$ cat src/rtl/pet_pkg.sv
// Shared definitions for the pet behaviour FSM and the attribute controller.
package pet_pkg;

    localparam int unsigned ESTADO_W = 5;
    localparam int unsigned ATRIB_W  = 8;
    localparam int unsigned IDADE_W  = 16;

    localparam logic [ESTADO_W-1:0] INTRO      = 5'b00000;
    localparam logic [ESTADO_W-1:0] IDLE       = 5'b00001;
    localparam logic [ESTADO_W-1:0] DORMINDO   = 5'b00010;
    localparam logic [ESTADO_W-1:0] COMENDO    = 5'b00100;
    localparam logic [ESTADO_W-1:0] DANDO_AULA = 5'b01000;
    localparam logic [ESTADO_W-1:0] MORTO      = 5'b10000;

    localparam logic [ATRIB_W-1:0] MAX_ATRIB = 8'd100;

    typedef enum logic [ESTADO_W-1:0] {
        S_INTRO      = INTRO,
        S_IDLE       = IDLE,
        S_DORMINDO   = DORMINDO,
        S_COMENDO    = COMENDO,
        S_DANDO_AULA = DANDO_AULA,
        S_MORTO      = MORTO
    } estado_t;

    typedef struct packed {
        logic [ATRIB_W-1:0] fome;
        logic [ATRIB_W-1:0] felicidade;
        logic [ATRIB_W-1:0] sono;
    } atrib_t;

    // Values above 100 count as full rather than wrapping.
    function automatic logic atrib_cheio(input logic [ATRIB_W-1:0] a);
        return a >= MAX_ATRIB;
    endfunction

endpackage

$ cat src/rtl/detector_borda.sv
// Rising-edge detector; history resets to 1 so a level held through reset never fires.
module detector_borda (
    input  logic clk,
    input  logic rst_n,
    input  logic sinal,
    output logic pulso_c
);

    logic prev;

    always_ff @(posedge clk) begin
        if (!rst_n) begin
            prev <= 1'b1;
        end else begin
            prev <= sinal;
        end
    end

    assign pulso_c = sinal & ~prev;

endmodule

$ cat src/rtl/controlador_estados.sv
// Pet behaviour FSM: buttons and attributes in, one-hot estado, age and death pulse out.
// Optional MORTE_TOLERANCIA_EN: the pet survives GRACE_TICKS-1 ticks with a zero attribute.
module controlador_estados
    import pet_pkg::*;
#(
    parameter int unsigned TICK_W        = 16,
    parameter int unsigned ACT_MAX_TICKS = 20,
    parameter int unsigned GRACE_TICKS   = 3
) (
    input  logic                clk,
    input  logic                rst_n,
    input  logic                btn_start,
    input  logic                btn_dormir,
    input  logic                btn_comer,
    input  logic                btn_aula,
    input  logic [ATRIB_W-1:0]  fome,
    input  logic [ATRIB_W-1:0]  felicidade,
    input  logic [ATRIB_W-1:0]  sono,
    output logic [ESTADO_W-1:0] estado,
    output logic [IDADE_W-1:0]  idade,
    output logic                morreu
);

    localparam int unsigned ACT_W = $clog2(ACT_MAX_TICKS + 1);

    estado_t            estado_q, estado_d;
    logic [TICK_W-1:0]  pre_q;
    logic [ACT_W-1:0]   act_q, act_d;
    logic [IDADE_W-1:0] idade_d;
    logic               morreu_d;

    logic p_start, p_dormir, p_comer, p_aula;
    logic tick, vivo, ativ, zero_atrib, morte, fim_timer, entra_ativ;

    detector_borda u_borda_start  (.clk(clk), .rst_n(rst_n), .sinal(btn_start),  .pulso_c(p_start));
    detector_borda u_borda_dormir (.clk(clk), .rst_n(rst_n), .sinal(btn_dormir), .pulso_c(p_dormir));
    detector_borda u_borda_comer  (.clk(clk), .rst_n(rst_n), .sinal(btn_comer),  .pulso_c(p_comer));
    detector_borda u_borda_aula   (.clk(clk), .rst_n(rst_n), .sinal(btn_aula),   .pulso_c(p_aula));

    assign tick       = &pre_q;
    assign ativ       = (estado_q == S_DORMINDO) || (estado_q == S_COMENDO) ||
                        (estado_q == S_DANDO_AULA);
    assign vivo       = ativ || (estado_q == S_IDLE);
    assign zero_atrib = (fome == '0) || (felicidade == '0) || (sono == '0);
    assign fim_timer  = tick && (act_q == ACT_W'(ACT_MAX_TICKS - 1));

`ifdef MORTE_TOLERANCIA_EN
    localparam int unsigned GRACE_W = $clog2(GRACE_TICKS + 1);

    logic [GRACE_W-1:0] grace_q, grace_d;

    // Death happens on the tick that would bring the counter to GRACE_TICKS.
    assign morte = vivo && zero_atrib && tick && (grace_q == GRACE_W'(GRACE_TICKS - 1));

    always_comb begin
        grace_d = grace_q;
        if (!vivo || !zero_atrib || entra_ativ) begin
            grace_d = '0;
        end else if (tick) begin
            grace_d = grace_q + GRACE_W'(1);
        end
    end

    always_ff @(posedge clk) begin
        if (!rst_n) begin
            grace_q <= '0;
        end else begin
            grace_q <= grace_d;
        end
    end
`else
    logic unused_grace;

    assign morte        = vivo && zero_atrib;
    assign unused_grace = |GRACE_TICKS;
`endif

    // Next state, activity timer, age and death pulse.
    always_comb begin
        estado_d   = estado_q;
        act_d      = act_q;
        idade_d    = idade;
        entra_ativ = 1'b0;

        if (vivo && tick && (idade != '1)) begin
            idade_d = idade + IDADE_W'(1);
        end
        if (ativ && tick) begin
            act_d = act_q + ACT_W'(1);
        end

        case (estado_q)
            S_INTRO: begin
                if (p_start) begin
                    estado_d = S_IDLE;
                    idade_d  = '0;
                end
            end
            S_IDLE: begin
                if (morte) begin
                    estado_d = S_MORTO;
                end else if (p_dormir) begin
                    estado_d   = S_DORMINDO;
                    entra_ativ = 1'b1;
                end else if (p_comer) begin
                    estado_d   = S_COMENDO;
                    entra_ativ = 1'b1;
                end else if (p_aula) begin
                    estado_d   = S_DANDO_AULA;
                    entra_ativ = 1'b1;
                end
            end
            S_DORMINDO: begin
                if (morte) begin
                    estado_d = S_MORTO;
                end else if (atrib_cheio(sono) || p_dormir || fim_timer) begin
                    estado_d = S_IDLE;
                end
            end
            S_COMENDO: begin
                if (morte) begin
                    estado_d = S_MORTO;
                end else if (atrib_cheio(fome) || p_comer || fim_timer) begin
                    estado_d = S_IDLE;
                end
            end
            S_DANDO_AULA: begin
                if (morte) begin
                    estado_d = S_MORTO;
                end else if (atrib_cheio(felicidade) || p_aula || fim_timer) begin
                    estado_d = S_IDLE;
                end
            end
            S_MORTO: begin
                if (p_start) begin
                    estado_d = S_INTRO;
                end
            end
            default: begin
                estado_d = S_INTRO;
            end
        endcase

        if (entra_ativ) begin
            act_d = '0;
        end

        morreu_d = (estado_d == S_MORTO) && (estado_q != S_MORTO);
    end

    always_ff @(posedge clk) begin
        if (!rst_n) begin
            estado_q <= S_INTRO;
            pre_q    <= '0;
            act_q    <= '0;
            idade    <= '0;
            morreu   <= 1'b0;
        end else begin
            estado_q <= estado_d;
            pre_q    <= pre_q + TICK_W'(1);
            act_q    <= act_d;
            idade    <= idade_d;
            morreu   <= morreu_d;
        end
    end

    assign estado = estado_q;

endmodule
$ cat config.mk
export PLATFORM = sky130hd
export DESIGN_NAME = controlador_estados
export DESIGN_NICKNAME = d
export VERILOG_FILES = /design/src/rtl/pet_pkg.sv /design/src/rtl/detector_borda.sv /design/src/rtl/controlador_estados.sv
export SDC_FILE = /design/constraint.sdc
export NUM_CORES = 1
export LEC_CHECK = 0
export CAP_MARGIN = 0
export CORE_ASPECT_RATIO = 2
export CORE_UTILIZATION = 53
export CTS_BUF_LIST = sky130_fd_sc_hd__clkbuf_4
export DETAILED_ROUTE_END_ITERATION = 10
export PLACE_DENSITY = 0.91
export SLEW_MARGIN = 0
export SYNTH_ARGS = -nofsm -noshare
export SYNTH_HDL_FRONTEND = slang
export SYNTH_SLANG_ARGS = --single-unit
$ cat constraint.sdc
create_clock -name clk -period 5.1 [get_ports clk]
set_input_delay 1.02 -clock clk [delete_from_list [all_inputs] [get_ports clk]]
set_output_delay 1.02 -clock clk [all_outputs]
set_load 0.02 [all_outputs]
==> flow_summary.toml <==
[route]
viasPerCell = 5.75
detail-route-antenna-nets = 0
routed_wl_um = 5070
firstDrtPassIters = 4
vias = 2162
drc_errors = 0
drtIter0Drc = 41
wl_per_cell_um = 13.5

[cells_and_area]
area_growth_pct = 27.0
fin_nets = 356
fin_util = 0.709
fin_area_um2 = 2930
fillers = 348
n_antenna_cell = 0
multi_input_area_um2 = 1300
regArea_um2 = 941
drive_above_1_share = 0.0525

[pwr]
p_int_mw = 0.503
power_mw = 0.649
combPwrFrac = 0.077
vdd_drop_max_uv = 313
p_leak_nw = 1.01
p_clk_frac = 0.345
power_density_nw_per_um2 = 222
switching_share = 0.224
power.switching_mw = 0.146
seqPwrFrac = 0.578

[run_status]
outcome = "finished clean"

[sta]
period_share = 0.530
rsz0062_at_grt = "no"
layout_min_cycle_time_ns = 2.70
setup_ws_ns = 2.40
hold_viol_final = 0
fin_worst_skew_ns = 0.00909
setup_viol = 0
worst_slew_pin_slew_ns = 0.714
fin_tns_setup_ns = 0
drv_slew = 0
slew_headroom = 0.524
fmax_mhz = 370

[floorplan]
die-area_um2 = 4630
die_h_um = 95.3
dieWidth_um = 48.6
start_util = 0.558
rows = 33
core-area_um2 = 4130
num_io_pins = 52

[clock_network]
clock_latency_ns = 0.37
cts_setup_buffers = 0
clk_path_buf_depth = 2
ctsResizeCount = 0
clk_pin_slew_ns = 0.13
cts_buffers = 5
cts_tree = "done"
cts-root-buf = "clkbuf_4"
htree_levels = 2
cts_hold_buf = 0
cts_sinks = 47

[synthesis]
synthMostInstantiatedCell = "dfxtp_1"
synth-seq-cells = 47
synth_area_um2 = 2300
synth_top_cells_by_count = "dfxtp_1, nor2_1, nand2_1, xor2_1"
async_flop_share = 0
synth.top_cell.area_share = 0.408
syn_avg_cell_area_um2 = 8.50
yosysUniqueCellTypes = 47
synth_edf_count = 0
ys.flop_type = "dfxtp_1"
ys_warn_count = 0
synthCells = 271
synthTopCellsByArea = "dfxtp_1, xor2_1, nor2_1"
yosys.area.top_type = "dfxtp_1"
synth_seq_area_share = 0.408
synthesis.nets = 304

[worst_setup_path]
endpoint_kind = "output pin"
cp_num_buf_inv = 1
worst-r2r-cell-count = 7
path_cells = "clkdlybuf4s50_1"
critPathMaxFanout = 11
worst_setup_path_start_kind = "flop"
path_class = "reg -> out"
max_stage_delay_ns = 0.70
crit_cells = 1
cp_slowest_cell = "clkdlybuf4s50_1"
arrival_ns = 1.68
cp_top_family = "buffers and inverters"
critPathRequiredTime_ns = 4.08

[global_routing]
grt_first_pass_wirelength_um = 8430
gr-total-overflow = 0
grt_usage = 0.234
grt_max_degree = 17
grt_pass1_vias = 2085
antenna_found_initial = 0

[hold_path]
holdPathStages = 1
min_path_type = "reg -> reg"

[placed_design]
pre_cts_slack_ns = 2.21
dpl_cell_area_um2 = 2850
portBuffers = 51
place_hpwl_um = 4050
place_congestion = 0.886

[flow_run]
maxCapViolations = 0
[worst register-to-register path, stage by stage (launching register included)]
cell	delay, ns
dfxtp_1	0.40
ha_1	0.21
and3_2	0.26
nand4_4	0.19
a2111oi_4	0.74
nand4_1	0.26
or3_1	0.36
a21oi_1	0.15
[placed cells by master (no fill, tap or decap), types with 5 or more instances in the layout]
cell             count
and3_1               8
nor2_1              39
nor3_1               7
xnor2_1              5
nand2_1             27
or3_1                9
clkdlybuf4s50_1     51
a21oi_1             11
xor2_1              21
o21ai_1             10
dfxtp_1             47
and2_1               5
clkbuf_4             5
inv_1                5
nor4_1               6
nand3_1             11
nand4_1             10
[power groups by stage]
| stage | Combinational (mW) | Clock (mW) | Sequential (mW) |
|---|---|---|---|
| floorplan | 0.0187 | 0 | 0.382 |
| global placement | 0.0484 | 0 | 0.382 |
| detailed placement | 0.0501 | 0 | 0.383 |
| CTS | 0.0504 | 0.230 | 0.375 |
| global route | 0.0536 | 0.242 | 0.375 |
| finish | 0.0500 | 0.224 | 0.375 |
[metal layers]
layer / wire, um / global-route usage / part of all wire / vias to the layer above
met4: 156 / 0.123 / 0.031 / 0
met1: 1750 / 0.193 / 0.35 / 1006
met5: 0 / 0 / 0 / -
li1: - / - / - / 1070
met3: 193 / 0.0463 / 0.038 / 18
met2: 2960 / 0.493 / 0.58 / 68
[cell families (layout without fill, tap and decap cells)]
logic type	Yosys count	in the layout	synth area share
buffers and inverters	13	66	0.0266
adders and majority gates	4	4	0.0206
xor gates and xnor gates	27	27	0.106
DFF	47	47	0.408
muxes	2	2	0.00869
AOI/OAI and AO/OA	39	39	0.113
and+or+nand+nor	139	139	0.317
[cell type report]
class,instances,area share
flip-flops and latches,47,0.322
multi-input cells,211,0.445
repair buffers,51,0.174
inverters,7,0.00898
clock buffers,5,0.0128
clock inverters,3,0.0150
well taps,52,0.0222
[registers in the layout, summed over array words and instances (netlist names)]
signal	cells
idade	16
pre_q	16
act_q	5
estado	5
morreu	1
u_borda_aula.prev	1
u_borda_comer.prev	1
u_borda_dormir.prev	1
u_borda_start.prev	1
[per-stage QoR]
stage / hold WS (ns) / instances
after global routing: 0.533 / 376
final: 0.502 / 376
after CTS: 0.505 / 376
after detailed placement: 0.478 / 368
after floorplan: 0.426 / 271
after global placement: 0.438 / 368
[path summary, 6_finish.rpt]
| check | slack (ns) | end | from |
|---|---|---|---|
| worst max-delay path | 2.40 | estado[2] | estado[2]$_SDFF_PN0_ |
| worst min-delay path | 0.50 | pre_q[0]$_SDFF_PN0_ | pre_q[0]$_SDFF_PN0_ |
| worst max register to register | 2.47 | idade[13]$_SDFF_PN0_ | pre_q[0]$_SDFF_PN0_ |
| worst min register to register | 0.50 | pre_q[0]$_SDFF_PN0_ | pre_q[0]$_SDFF_PN0_ |
Note: power is estimated with default switching activity, not from simulation.
